File: config.mk
export PLATFORM = sky130hd
export DESIGN_NAME = tetris_board_writer
export DESIGN_NICKNAME = d
export VERILOG_FILES = /design/src/rtl/tetris_board_writer.sv
export SDC_FILE = /design/constraint.sdc
export NUM_CORES = 1
export LEC_CHECK = 0
export ABC_CLOCK_PERIOD_IN_PS = 9150
export CORE_AREA = 8 8 240 242
export CTS_CLUSTER_DIAMETER = 30
export CTS_CLUSTER_SIZE = 8
export DETAILED_ROUTE_END_ITERATION = 16
export DIE_AREA = 0 0 248 250
export PLACE_DENSITY = 0.65
export SLEW_MARGIN = 10
export SYNTH_ARGS = -nofsm -noshare
export SYNTH_HDL_FRONTEND = slang
export SYNTH_SLANG_ARGS = --single-unit
File: constraint.sdc
create_clock -name clk -period 9.15 [get_ports clk]
set_clock_uncertainty 0.05 [all_clocks]
set_input_delay 1.83 -clock clk [delete_from_list [all_inputs] [get_ports clk]]
set_output_delay 1.83 -clock clk [all_outputs]
set_load 0.005 [all_outputs]
File: src/rtl/tetris_board_writer.sv
// Board writer for the 10x20 playfield: commits locked boards, blinks full rows and collapses them.
// Row blinking is built only when TETRIS_LINE_FLASH_EN is defined; otherwise full rows collapse at once.
module tetris_board_writer #(
    parameter int FLASH_FRAMES = 30,
    parameter int BLINK_PERIOD = 8
) (
    input  logic         clk,
    input  logic         rst,
    input  logic         frame_tick,
    input  logic         lock_valid,
    output logic         lock_ready,
    input  logic [199:0] lock_board,
    output logic [199:0] objectMatrix,
    output logic [199:0] flash,
    output logic         busy,
    output logic         lines_valid,
    output logic [4:0]   lines_cleared,
    output logic [15:0]  total_lines
);

    typedef enum logic [2:0] {
        IDLE     = 3'd0,
        SCAN     = 3'd1,
`ifdef TETRIS_LINE_FLASH_EN
        FLASH    = 3'd2,
`endif
        COLLAPSE = 3'd3,
        DONE     = 3'd4
    } state_t;

    state_t        state_r;
    logic [199:0]  board_r;
    logic [19:0]   full_mask_r;
    logic [4:0]    cnt_r;
    logic [4:0]    cursor_r;
    logic          lines_valid_r;
    logic [4:0]    lines_cleared_r;
    logic [15:0]   total_lines_r;
    logic [19:0]   scan_mask_s;
    logic [4:0]    scan_cnt_s;

    function automatic logic [19:0] row_full(input logic [199:0] b);
        logic [19:0] m;
        for (int r = 0; r < 20; r++) m[r] = &b[r*10 +: 10];
        return m;
    endfunction

    function automatic logic [4:0] popcount20(input logic [19:0] m);
        logic [4:0] n;
        n = 5'd0;
        for (int i = 0; i < 20; i++) n = n + {4'd0, m[i]};
        return n;
    endfunction

    // Rows 0..cur-1 fall one row; row 0 empties; rows below cur are untouched.
    function automatic logic [199:0] drop_rows(input logic [199:0] b, input logic [4:0] cur);
        logic [199:0] o;
        o = b;
        for (int r = 1; r < 20; r++) begin
            if (5'(r) <= cur) o[r*10 +: 10] = b[(r-1)*10 +: 10];
            else              o[r*10 +: 10] = b[r*10 +: 10];
        end
        o[9:0] = 10'd0;
        return o;
    endfunction

    function automatic logic [19:0] drop_mask(input logic [19:0] m, input logic [4:0] cur);
        logic [19:0] o;
        o = m;
        for (int r = 1; r < 20; r++) begin
            if (5'(r) <= cur) o[r] = m[r-1];
            else              o[r] = m[r];
        end
        o[0] = 1'b0;
        return o;
    endfunction

    function automatic logic [15:0] sat_add(input logic [15:0] t, input logic [4:0] c);
        logic [16:0] s;
        s = {1'b0, t} + {12'd0, c};
        if (s[16]) return 16'hFFFF;
        else       return s[15:0];
    endfunction

`ifdef TETRIS_LINE_FLASH_EN
    localparam int FC_W = $clog2(FLASH_FRAMES + 1);

    logic [FC_W-1:0] frame_cnt_r;
    logic [199:0]    flash_r;

    function automatic logic [199:0] expand_rows(input logic [19:0] m);
        logic [199:0] o;
        for (int r = 0; r < 20; r++) o[r*10 +: 10] = {10{m[r]}};
        return o;
    endfunction

    function automatic logic blink_on(input int unsigned n);
        return ((n / BLINK_PERIOD) % 32'd2) == 32'd0;
    endfunction

    assign flash = flash_r;
`else
    logic unused_s;
    assign unused_s = frame_tick ^ (32'(FLASH_FRAMES) != 32'd0) ^ (32'(BLINK_PERIOD) != 32'd0);
    assign flash    = {200{1'b0}};
`endif

    assign scan_mask_s   = row_full(board_r);
    assign scan_cnt_s    = popcount20(scan_mask_s);
    assign objectMatrix  = board_r;
    assign lock_ready    = (state_r == IDLE) & ~rst;
    assign busy          = (state_r != IDLE);
    assign lines_valid   = lines_valid_r;
    assign lines_cleared = lines_cleared_r;
    assign total_lines   = total_lines_r;

    // Control FSM: capture, scan, optional blink, collapse and line accounting.
    always_ff @(posedge clk) begin
        if (rst) begin
            state_r         <= IDLE;
            board_r         <= {200{1'b0}};
            full_mask_r     <= 20'd0;
            cnt_r           <= 5'd0;
            cursor_r        <= 5'd0;
            lines_valid_r   <= 1'b0;
            lines_cleared_r <= 5'd0;
            total_lines_r   <= 16'd0;
`ifdef TETRIS_LINE_FLASH_EN
            frame_cnt_r     <= '0;
            flash_r         <= {200{1'b0}};
`endif
        end else begin
            case (state_r)
                IDLE: begin
                    if (lock_valid) begin
                        board_r <= lock_board;
                        state_r <= SCAN;
                    end
                end
                SCAN: begin
                    full_mask_r <= scan_mask_s;
                    cnt_r       <= scan_cnt_s;
                    cursor_r    <= 5'd19;
`ifdef TETRIS_LINE_FLASH_EN
                    frame_cnt_r <= '0;
`endif
                    if (scan_cnt_s == 5'd0) begin
                        state_r         <= DONE;
                        lines_valid_r   <= 1'b1;
                        lines_cleared_r <= 5'd0;
                    end else begin
`ifdef TETRIS_LINE_FLASH_EN
                        state_r <= FLASH;
                        flash_r <= expand_rows(scan_mask_s);
`else
                        state_r <= COLLAPSE;
`endif
                    end
                end
`ifdef TETRIS_LINE_FLASH_EN
                FLASH: begin
                    if (frame_tick) begin
                        if (frame_cnt_r == FC_W'(FLASH_FRAMES - 1)) begin
                            state_r <= COLLAPSE;
                            flash_r <= {200{1'b0}};
                        end else begin
                            frame_cnt_r <= frame_cnt_r + FC_W'(32'd1);
                            flash_r     <= blink_on(32'(frame_cnt_r) + 32'd1) ?
                                           expand_rows(full_mask_r) : {200{1'b0}};
                        end
                    end
                end
`endif
                // Cursor holds on a full row so the row that just fell into it is re-examined.
                COLLAPSE: begin
                    if (full_mask_r == 20'd0) begin
                        state_r         <= DONE;
                        lines_valid_r   <= 1'b1;
                        lines_cleared_r <= cnt_r;
                        total_lines_r   <= sat_add(total_lines_r, cnt_r);
                    end else if (full_mask_r[cursor_r]) begin
                        board_r     <= drop_rows(board_r, cursor_r);
                        full_mask_r <= drop_mask(full_mask_r, cursor_r);
                    end else begin
                        cursor_r <= cursor_r - 5'd1;
                    end
                end
                DONE: begin
                    lines_valid_r <= 1'b0;
                    state_r       <= IDLE;
                end
                default: begin
                    state_r <= IDLE;
                end
            endcase
        end
    end

endmodule

# Word-level counts from Yosys, hierarchy flattened
# Index checks and enable logic that the tools add are counted.
[word_totals] reg_bits=255 latchBits=0 ramBits=0 rom_bits=0 input_bits=204 wordCells=250 memories=0
[classes] add_sub_neg=21 multipliers=0 div_mod_pow=0 order_cmp=20 eq_ne=28 n_shift=0 mux=61 bitwise_logic=2 reduce_logical=72
[ops] cell="two-way mux 200 bit" count=3
[ops] cell="one-hot mux 200 bit (2 select lines)" count=1
[ops] cell="AND reduction 10 bit" count=20
[ops] cell="two-way mux 10 bit" count=19
[ops] cell="AND reduction 5 bit" count=19
[ops] cell="AND reduction 4 bit" count=20
[ops] cell="adder 5 x 1 -> 5 bit" count=15
[ops] cell="!= test 2 bit, second input constant" count=25
[ops] cell="less-or-equal comparator 4 x 5 -> 1 bit, first input constant" count=8
[ops] cell="two-way mux 20 bit" count=2
[ops] cell="one-hot mux 20 bit (2 select lines)" count=1
[ops] cell="two-way mux 1 bit" count=22
[ops] cell="less-or-equal comparator 3 x 5 -> 1 bit, first input constant" count=4
[ops] cell="less-or-equal comparator 5 bit, first input constant" count=4
[ops] cell="logical NOT 20 bit" count=1
[ops] cell="two-way mux 5 bit" count=4
[ops] cell="one-hot mux 5 bit (2 select lines)" count=2
[ops] cell="adder 16 x 5 -> 17 bit" count=1
[ops] cell="two-way mux 16 bit" count=1
[ops] cell="AND reduction 3 bit" count=4
[ops] cell="less-or-equal comparator 2 x 5 -> 1 bit, first input constant" count=2
[ops] cell="two-way mux 3 bit" count=3
[ops] cell="one-hot mux 3 bit (3 select lines)" count=1
[ops] cell="less-than comparator 5 x 6 -> 1 bit, second input constant" count=1
[ops] cell="18 further kinds" count=21

# Depth between registers and ports, before layout
# Gate-level depths: netlist of run 1.
[logic_depth] ltp_word=23 ltp_mapped=19

# Worst setup path before layout of run 1
# OpenSTA, ideal clock, no wires.
[synth_timing] path_kind="register -> register" start="register board_r[36], in the netlist objectMatrix[36]" end="register lines_valid_r, in the netlist lines_valid" setup_ns=0.095 t_arrival_ns=4.932 path_slack_ns=4.073 stages_incl_launch_ff=18 path_buffers=0 synth_period_minus_slack_ns=5.077 path_cell_list="dfxtp_1 > nand4_1 > or3_1 > fa_1 > fa_1 > fa_1 > inv_1 > fa_1 > inv_1 > fa_1 > inv_1 > ha_1 > fa_1 > a21oi_1 > o21bai_1 > nor4_1 > a31oi_1 > a221oi_1"
[synth_between] elab_chain_cells=21
[synth_rtl] item="from (decl)" line="32" source="logic [199:0] board_r;"
[synth_rtl] item="from (signal assigned)" line="121" source="board_r <= {200{1'b0}};"
[synth_rtl] item="from (signal assigned)" line="136" source="board_r <= lock_board;"
[synth_rtl] item="from (signal assigned)" line="182" source="board_r <= drop_rows(board_r, cursor_r);"
[synth_rtl] item="AND reduction 10 bit" line="44" source="for (int r = 0; r < 20; r++) m[r] = &b[r*10 +: 10];"
[synth_rtl] item="adder 3 x 1 -> 4 bit" line="51" source="for (int i = 0; i < 20; i++) n = n + {4'd0, m[i]};"
[synth_rtl] item="adder 4 x 1 -> 5 bit" line="51"
[synth_rtl] item="adder 5 x 1 -> 5 bit (15 in a row)" line="51"
[synth_rtl] item="logical NOT 5 bit" line="147" source="if (scan_cnt_s == 5'd0) begin"
[synth_rtl] item="!= test 2 bit (no source line)"
[synth_rtl] item="AND reduction 3 bit (no source line)"
[synth_rtl] item="to (signal assigned)" line="149" source="lines_valid_r <= 1'b1;"
[synth_rtl] item="to (signal assigned)" line="178" source="lines_valid_r <= 1'b1;"
[synth_rtl] item="to (signal assigned)" line="189" source="lines_valid_r <= 1'b0;"
[synth_rtl] item="to (decl)" line="36" source="logic lines_valid_r;"
# No other way between the ends.
# A chain may end at the register's enable or synchronous reset.

# Worst setup path after layout of run 1
[layout_timing] start="register board_r[55], in the netlist objectMatrix[55]" end="register lines_valid_r, in the netlist lines_valid"
[layout_between] elab_chain_cells=19
[layout_rtl] item="AND reduction 10 bit" line="44"
[layout_rtl] item="adder 5 x 1 -> 5 bit (15 in a row)" line="51"
[layout_rtl] item="logical NOT 5 bit" line="147"
[layout_rtl] item="!= test 2 bit (no source line)"
[layout_rtl] item="AND reduction 3 bit (no source line)"
# No other way between the ends.

==> metrics.sh, run 1 <==
RUN_STATUS='finished clean'
DIE_X_MICRONS=248
DRV.MAX_CAP_VIOLATION_COUNT=0
POST_CTS_RESIZED=0
SETUP.WORST_PATH.END_CLASS='flop'
DESIGN.DIE.AREA_SQ_UM=62000
YS.FLOP_TYPE='sky130_fd_sc_hd__dfxtp_1'
WORST_PIN_SLEW_NS=1.18
DESIGN.PORTCOUNT=628
GLOBALPLACE.CONGESTION=0.871
ACHIEVABLE-FREQUENCY_MHz=173
WORST_PATH_LARGEST_CELL_DELAY_NS=0.64
HIGHEST_IR_DROP_SEEN_ON_VDD_uV=117
ASYNC_RESET_FF_SHARE_PCT=0
CTS.HTREE.LEVELS=3
OVERFLOW=0
FIN_TNS_SETUP_NS=0
RELSLEWSLACK_PCT=21.2
INITIAL_ANTENNA_VIOLATION_COUNT=10
DRTPASS1ITERATIONS=5
CTS.REPORTEDPATHS.CLKPINSLEW_NS=0.04
POSTSYNTHCELLCOUNT=1857
FINAL.PERIOD_UTILIZATION_PCT=63.2
CP.ARRIVAL_NS=6.22
YOSYSWARNINGS=0
CTS.ROOT.BUFFER_CELL='sky130_fd_sc_hd__clkbuf_16'
TIMING.CRITICAL_PATH.SLOWEST_STAGE_CELL='sky130_fd_sc_hd__nor3_1'
SETUP.WORST_PATH.START_CLASS='flop'
POSTCTSSETUPBUFFERS=0
VIAS_PER_CELL=5.17
CTS_INSERTED_BUFFERS=76
AREA_DELTA_SYNTH_FINAL_PCT=39.6
NUMBER_OF_SYNTHESIZED_REGISTER_BITS=255
PROPORTION_OF_NETLIST_AREA_HELD_BY_THE_LARGEST_AREA_CONTRIBUTOR_PCT=32.1
DETAILEDPLACEMENTHPWL_MICRONS=49400
NETLIST-CELL-TYPE-COUNT=55
RSZ_0062_RAISED_AFTER_GLOBAL_ROUTING='false'
SYNTH_TOP_CELL_BY_AREA='sky130_fd_sc_hd__dfxtp_1'
FP.DIEH_MICRONS=250
NUM-NETS-FINAL=2452
START_UTIL_PCT=29.7
COUNT_OF_UNRESOLVED_DRC_VIOLATIONS_AFTER_ROUTING=0
HOLD_VIOLATIONS=0
CRITICAL_PATH.MAX_FANOUT=7
CTS_TREE='yes'
GR-USAGE-ALL-LAYERS_PCT=20.5
CTS_NUM_SINKS=255
PORT_BUFFER_CELLS=426
ANT_NETS=0
CLK_LATENCY_NS=0.60
SYNTH_SEQ_AREA_SHARE_PCT=32.1
POST-ROUTE-MIN-PERIOD_NS=5.79
HOLD_CLASS='reg2reg'
PIN_COUNT_OF_THE_BIGGEST_NET_ENTERING_GLOBAL_ROUTING=222
LAYOUT.FILLER_CELLS=5328
POST_SYN_AREA_PER_CELL_SQ_UM=8.55
FINALSETUPVIOLATIONS=0
DRT_FIRST_ITER_VIOLATIONS=981
CRITICAL_PATH.MOST_COMMON_CELL='sky130_fd_sc_hd__fa_1'
SETUP.WORST_PATH.CLASS='reg2reg'
PLACEMENTROWS=85
NETLIST_AREA_SQ_UM=15900
CORE-AREA_SQ_UM=53500
CTS_BUFFER_DEPTH=3
MOST_INSTANTIATED_LIBRARY_CELL_AFTER_SYNTHESIS='sky130_fd_sc_hd__nand2_1'
GRT_PASS1_VIAS=15640
TIMING_MAX_TRANSITION_VIOLATIONS_FINAL=0
DETAIL_ROUTE.WL_PER_CELL_MICRONS=22.5
POST_ROUTE_CELLS_DRIVE_ABOVE_1_SHARE_PCT=15.3
ROUTED_WL_MICRONS=67000
SYNTH_EDF_COUNT=0
FINAL-INSTANCE-COUNT-EXCL-FILL=2977
YS_TOP_CELLS_BY_AREA='sky130_fd_sc_hd__dfxtp_1, sky130_fd_sc_hd__a311oi_2, sky130_fd_sc_hd__nand2_1, sky130_fd_sc_hd__buf_4, sky130_fd_sc_hd__a21oi_1'
CRITICAL_PATH_REQUIRED_NS=9.59
GLOBAL_ROUTE_WIRE_LENGTH_BEFORE_REPAIR_MICRONS=98900
CELLPOWERDENSITY_nW_PER_UM2=215
NUM_VIAS=15385
DPL_CELLS=2834
TOTAL_LEAKAGE_POWER_nW=8.32
CTSHOLDBUFFERS=0
YS_TOP_CELLS_BY_COUNT='sky130_fd_sc_hd__nand2_1, sky130_fd_sc_hd__dfxtp_1, sky130_fd_sc_hd__a21oi_1'
CRIT_CHAIN='nand4_1, nor3_1, fa_1, inv_1, fa_1, fa_1, inv_1, fa_1, inv_1, fa_1, inv_1, ha_1, fa_1, a21oi_1, o21bai_1, nor4_1, a31oi_1, a221oi_1'
-- stage by stage --
stage               power, mW  setup WS (ns)  hold WS (ns)  util [%]  cell area [sq um]
finish                   4.77           3.36         0.411      41.4              22200
global route             4.95           3.03         0.416      41.4              22200
CTS                      4.81           3.26         0.411      41.4              22200
detailed placement       2.12           3.28         0.405      36.6              19600
global placement         2.11           3.37         0.394      36.6              19600
floorplan                1.80           4.07         0.398         -              16600
-- state kept, by name (all words and copies together) (netlist names) --
register,cells
total_lines,16
lines_valid,1
objectMatrix,200
cnt_r,5
full_mask_r,20
state_r,3
cursor_r,5
lines_cleared,5
-- worst paths after layout --
path                       to             start  slack (ns)  depth (start not counted)
max reg2reg       lines_valid  objectMatrix[55]        3.36                         18
min          lines_cleared[4]  lines_cleared[4]        0.41                          2
min reg2reg  lines_cleared[4]  lines_cleared[4]        0.41                          2
max               lines_valid  objectMatrix[55]        3.36                         18
-- layout by cell type (no fill, tap or decap), drive strengths merged, types with 18 or more instances in the layout --
| cell | n |
|---|---|
| a311oi | 213 |
| clkdlybuf4s50 | 425 |
| clkbuf | 104 |
| a21oi | 235 |
| nand2 | 459 |
| conb | 200 |
| nand4 | 46 |
| inv | 35 |
| clkinv | 19 |
| dfxtp | 255 |
| nor2 | 28 |
| or3 | 18 |
| o21ai | 26 |
| mux2i | 22 |
| and2 | 23 |
-- logic make-up (layout without fill, tap and decap cells) --
group	count (synthesis)	after routing	synth area share, %
other	1	204	0.0236
buffers and inverters	387	608	15.6
muxes	25	25	1.81
adders and majority gates	32	32	3.23
xor gates and xnor gates	6	6	0.331
DFF	255	255	32.1
and+or+nand+nor	641	641	17.5
AOI/OAI and AO/OA	510	510	29.4
-- critical path: cells and delay by family, from the launching register on --
| family | cells | cell delay, ns |
|---|---|---|
| adders and majority gates | 7 | 3.05 |
| and+or+nand+nor | 3 | 1.04 |
| AOI/OAI and AO/OA | 4 | 0.91 |
| DFF | 1 | 0.42 |
| buffers and inverters | 4 | 0.22 |
-- layer usage --
layer	GRT usage [%]	vias up	wire, microns
met2	33.9	730	32300
met3	5.08	124	5550
met5	0	-	69
met1	25.2	7517	27100
li1	-	7004	-
met4	7.78	10	1930
-- where the power goes --
part           internal [mW]  total (mW)  switching, mW
sequential              1.22        1.38          0.158
combinational          0.383       0.736          0.353
clock                   1.85        2.65          0.801
-- area by class of cell --
class                      instances  area, sq um  area share, %
antenna                            4         10.0         0.0452
clock buffer                     104         2180           9.82
clock inverter                    35          425           1.92
inverter                          29          109          0.491
multi-input combinational       1414         9070           40.9
sequential                       255         5100           23.0
tap                              696          871           3.93
timing repair buffer             440         4400           19.8
(Power assumes the default switching activity.)
==> run 2, diff against run 1 <==
Settings changed: ABC_CLOCK_PERIOD_IN_PS 9150 to 6050, CORE_AREA 8 8 240 242 to 8 8 241 243, DIE_AREA 0 0 248 250 to 0 0 249 251.
Clock period 9.15 ns to 6.05 ns, I/O delays scaled along.
==> metrics.sh, run 2 (synthesized netlist as in run 1, its figures left out) <==
RUN_STATUS='finished clean'
CLOCKPOWERSHARE_PCT=57.2  # +1.5 points
CTS.ROOT.BUFFER_CELL='sky130_fd_sc_hd__clkbuf_16'
CTS.HTREE.LEVELS=3  # unchanged
FIN_TNS_SETUP_NS=0  # unchanged
MET3_DEMAND_TO_CAPACITY_SHARE_IN_GLOBAL_ROUTING_PCT=5.32  # +0.23 points
CRITICAL_PATH_REQUIRED_NS=6.49  # -3.10 ns
START_UTIL_PCT=29.2  # -0.46 points
TOTAL_LEAKAGE_POWER_nW=8.57  # +3.0%
LAYOUT.FILLER_CELLS=5367  # +0.73%
VIAS_PER_CELL=5.09  # -1.5%
TIMING.CRITICAL_PATH.SLOWEST_STAGE_CELL='sky130_fd_sc_hd__fa_1'
CRIT_BUF_INV=3  # -1
CTSHOLDBUFFERS=0  # unchanged
CTS_TREE='yes'
GRT_UTIL_MET1_PCT=24.7  # -0.45 points
ACHIEVABLE-FREQUENCY_MHz=178  # +3.1%
CRITICAL_PATH.MOST_COMMON_CELL='sky130_fd_sc_hd__fa_1'
GRT_PASS1_VIAS=16146  # +3.2%
TOTAL_POWER_CONSUMPTION_OF_THE_ROUTED_DESIGN_mW=7.54  # +58%
P_SEQ_SHARE_PCT=27.3  # -1.6 points
CP.ARRIVAL_NS=6.05  # -0.17 ns
LAYOUT.CELLS.MOST_COMMON='sky130_fd_sc_hd__nand2_1'
TOTAL_SWITCHING_POWER_mW=2.04  # +56%
GR-USAGE-ALL-LAYERS_PCT=20.3  # -0.14 points
HOLD_CLASS='reg2reg'
DRTPASS1ITERATIONS=5  # unchanged
HOLD_VIOLATIONS=0  # unchanged
MOSTFREQUENTLAYOUTCELLS='sky130_fd_sc_hd__nand2_1, sky130_fd_sc_hd__clkdlybuf4s50_1, sky130_fd_sc_hd__dfxtp_1, sky130_fd_sc_hd__a21oi_1, sky130_fd_sc_hd__conb_1'
WORST_PIN_SLEW_NS=1.13  # -0.0520 ns
CLK_LATENCY_NS=0.61  # about the same
CTS.REPORTEDPATHS.CLKPINSLEW_NS=0.04  # about the same
TIMING_MAX_TRANSITION_VIOLATIONS_FINAL=0  # unchanged
FINAL.PERIOD_UTILIZATION_PCT=92.7  # +30 points
MULTI_INPUT_AREA_SQ_UM=9070  # unchanged
GLOBALROUTE.BUSIESTLAYER='met2'
GLOBALPLACE.CONGESTION=0.867  # -0.38%
WORST_PATH_LARGEST_CELL_DELAY_NS=0.59  # -0.05 ns
DESIGN.DIE.AREA_SQ_UM=62500  # +0.80%
ANT_NETS=0  # unchanged
COUNT_OF_UNRESOLVED_DRC_VIOLATIONS_AFTER_ROUTING=0  # unchanged
SETUP.WORST_PATH.START_CLASS='flop'
PIN_COUNT_OF_THE_BIGGEST_NET_ENTERING_GLOBAL_ROUTING=222  # unchanged
POST-ROUTE-MIN-PERIOD_NS=5.61  # -0.175 ns
FINAL_AREA_SQ_UM=22600  # +2.1%
POST_ROUTE_CELLS_DRIVE_ABOVE_1_SHARE_PCT=16.5  # +1.2 points
NUM-NETS-FINAL=2484  # +1.3%
CRIT_CHAIN='nand4_1, or3_1, fa_1, fa_1, fa_1, inv_1, fa_1, inv_1, fa_1, inv_1, ha_1, fa_1, a21oi_1, o21bai_1, nor4_1, a31oi_1, a221oi_1'
PORT_BUFFER_CELLS=426  # unchanged
GLOBAL_ROUTE_WIRE_LENGTH_BEFORE_REPAIR_MICRONS=100000  # +1.4%
RELSLEWSLACK_PCT=25.0  # +3.8 points
NUM_VIAS=15359  # -0.17%
RR_WORST_DEPTH=17  # -1
OVERFLOW=0  # unchanged
SWITCHING_SHARE_PCT=27.1  # -0.44 points
FP.DIEH_MICRONS=251  # +0.40%
DESIGN.PORTCOUNT=628  # unchanged
HIGHEST_IR_DROP_SEEN_ON_VDD_uV=183  # +56%
CELLPOWERDENSITY_nW_PER_UM2=333  # +55%
CTS_INSERTED_BUFFERS=78  # +2.6%
DRT_FIRST_ITER_VIOLATIONS=1106  # +13%
PLACEMENTROWS=86  # +1.2%
CPLARGESTDELAYFAMILY='adder cells'
SHARE_COMB_OF_TOTAL_POWER_PCT=15.5  # about the same
SETUP.WORST_PATH.END_CLASS='flop'
CORE-AREA_SQ_UM=54300  # +1.6%
PLACE_AREA_SQ_UM=19800  # +1.3%
CP.DEPTH=17  # -1
POSTCTSSETUPBUFFERS=0  # unchanged
CTS_BUFFER_DEPTH=3  # unchanged
RSZ_0062_RAISED_AFTER_GLOBAL_ROUTING='false'
NUMBER_OF_FLIP_FLOPS_UNDER_THE_LARGEST_REGISTER_NAME=200  # unchanged
DRV.MAX_CAP_VIOLATION_COUNT=0  # unchanged
POST_CTS_RESIZED=0  # unchanged
DETAILEDPLACEMENTHPWL_MICRONS=49800  # +0.89%
CELLINTERNALPOWER_mW=5.50  # +59%
REGISTER_AREA_SQ_UM=5100  # unchanged
DIE_X_MICRONS=249  # +0.40%
AREA_DELTA_SYNTH_FINAL_PCT=42.5
INITIAL_ANTENNA_VIOLATION_COUNT=9  # -1
ROUTED_WL_MICRONS=66900  # about the same
CTS_NUM_SINKS=255  # unchanged
CRITICAL_PATH.MAX_FANOUT=7  # unchanged
TIMING.HOLD.WORST_PATH_DEPTH=2  # unchanged
SETUP.WORST_PATH.CLASS='reg2reg'
TIMING.HOLD.WS_NS=0.405  # -0.00567 ns
FINALSETUPVIOLATIONS=0  # unchanged
USE_MET2_PCT=34.0  # +0.053 points
DETAIL_ROUTE.WL_PER_CELL_MICRONS=22.2  # -1.4%
-- run 2: cell count changes in the layout (fill, tap and decap cells not counted), sizes merged --
| cell | before | now |
|---|---|---|
| buf | 15 | 45 |
| bufinv | 7 | 12 |
| inv | 35 | 31 |
| clkinv | 19 | 22 |
| diode | 4 | 3 |
-- run 2: layer usage --
layer | part of all wire [%] | wire length, microns
met2 | 48 | 32100
met1 | 42 | 27800
met5 | 0.094 | 63
met3 | 7.3 | 4890
met4 | 3.1 | 2060
-- run 2: final timing paths --
kind	start	endpoint	slack, ns
setup / recovery	objectMatrix[155]	lines_valid	0.44
hold / removal	lines_cleared[2]	lines_cleared[2]	0.41
setup reg to reg	objectMatrix[155]	lines_valid	0.44
hold reg to reg	lines_cleared[2]	lines_cleared[2]	0.41
-- run 2: area by class of cell --
type                       count  share of cell area, %
timing repair buffer         470                   20.5
multi-input combinational   1414                   40.1
sequential                   255                   22.6
antenna                        3                 0.0332
tap                          704                   3.89
clock inverter                39                   2.73
clock buffer                 104                   9.68
inverter                      29                  0.481
-- run 2: power groups by stage --
stage                     sequential (mW)  clock [mW]  combinational, mW
after CTS                            2.05        4.38               1.17
after detailed placement             2.08           0               1.16
after global routing                 2.07        4.48               1.26
final                                2.06        4.31               1.17
after global placement               2.07           0               1.15
after floorplan                      2.01           0              0.711
-- run 2: worst reg2reg max path: cells and delay by family, from the launching register on --
kind                       cells  cell delay (ns)
AOI/OAI and AO/OA              4             0.88
adders and majority gates      7             3.15
and+or+nand+nor                3             0.86
buffers and inverters          3             0.16
DFF                            1             0.39
-- run 2: metrics by stage --
step / utilization, % / setup WS (ns) / cells
3_3_place_gp: 36.5 / 0.478 / 2872
2_1_floorplan: - / 0.973 / 2056
4_1_cts: 41.6 / 0.423 / 3015
5_1_grt: 41.6 / 0.188 / 3016
3_5_place_dp: 36.5 / 0.486 / 2872
6_report: 41.6 / 0.439 / 3018
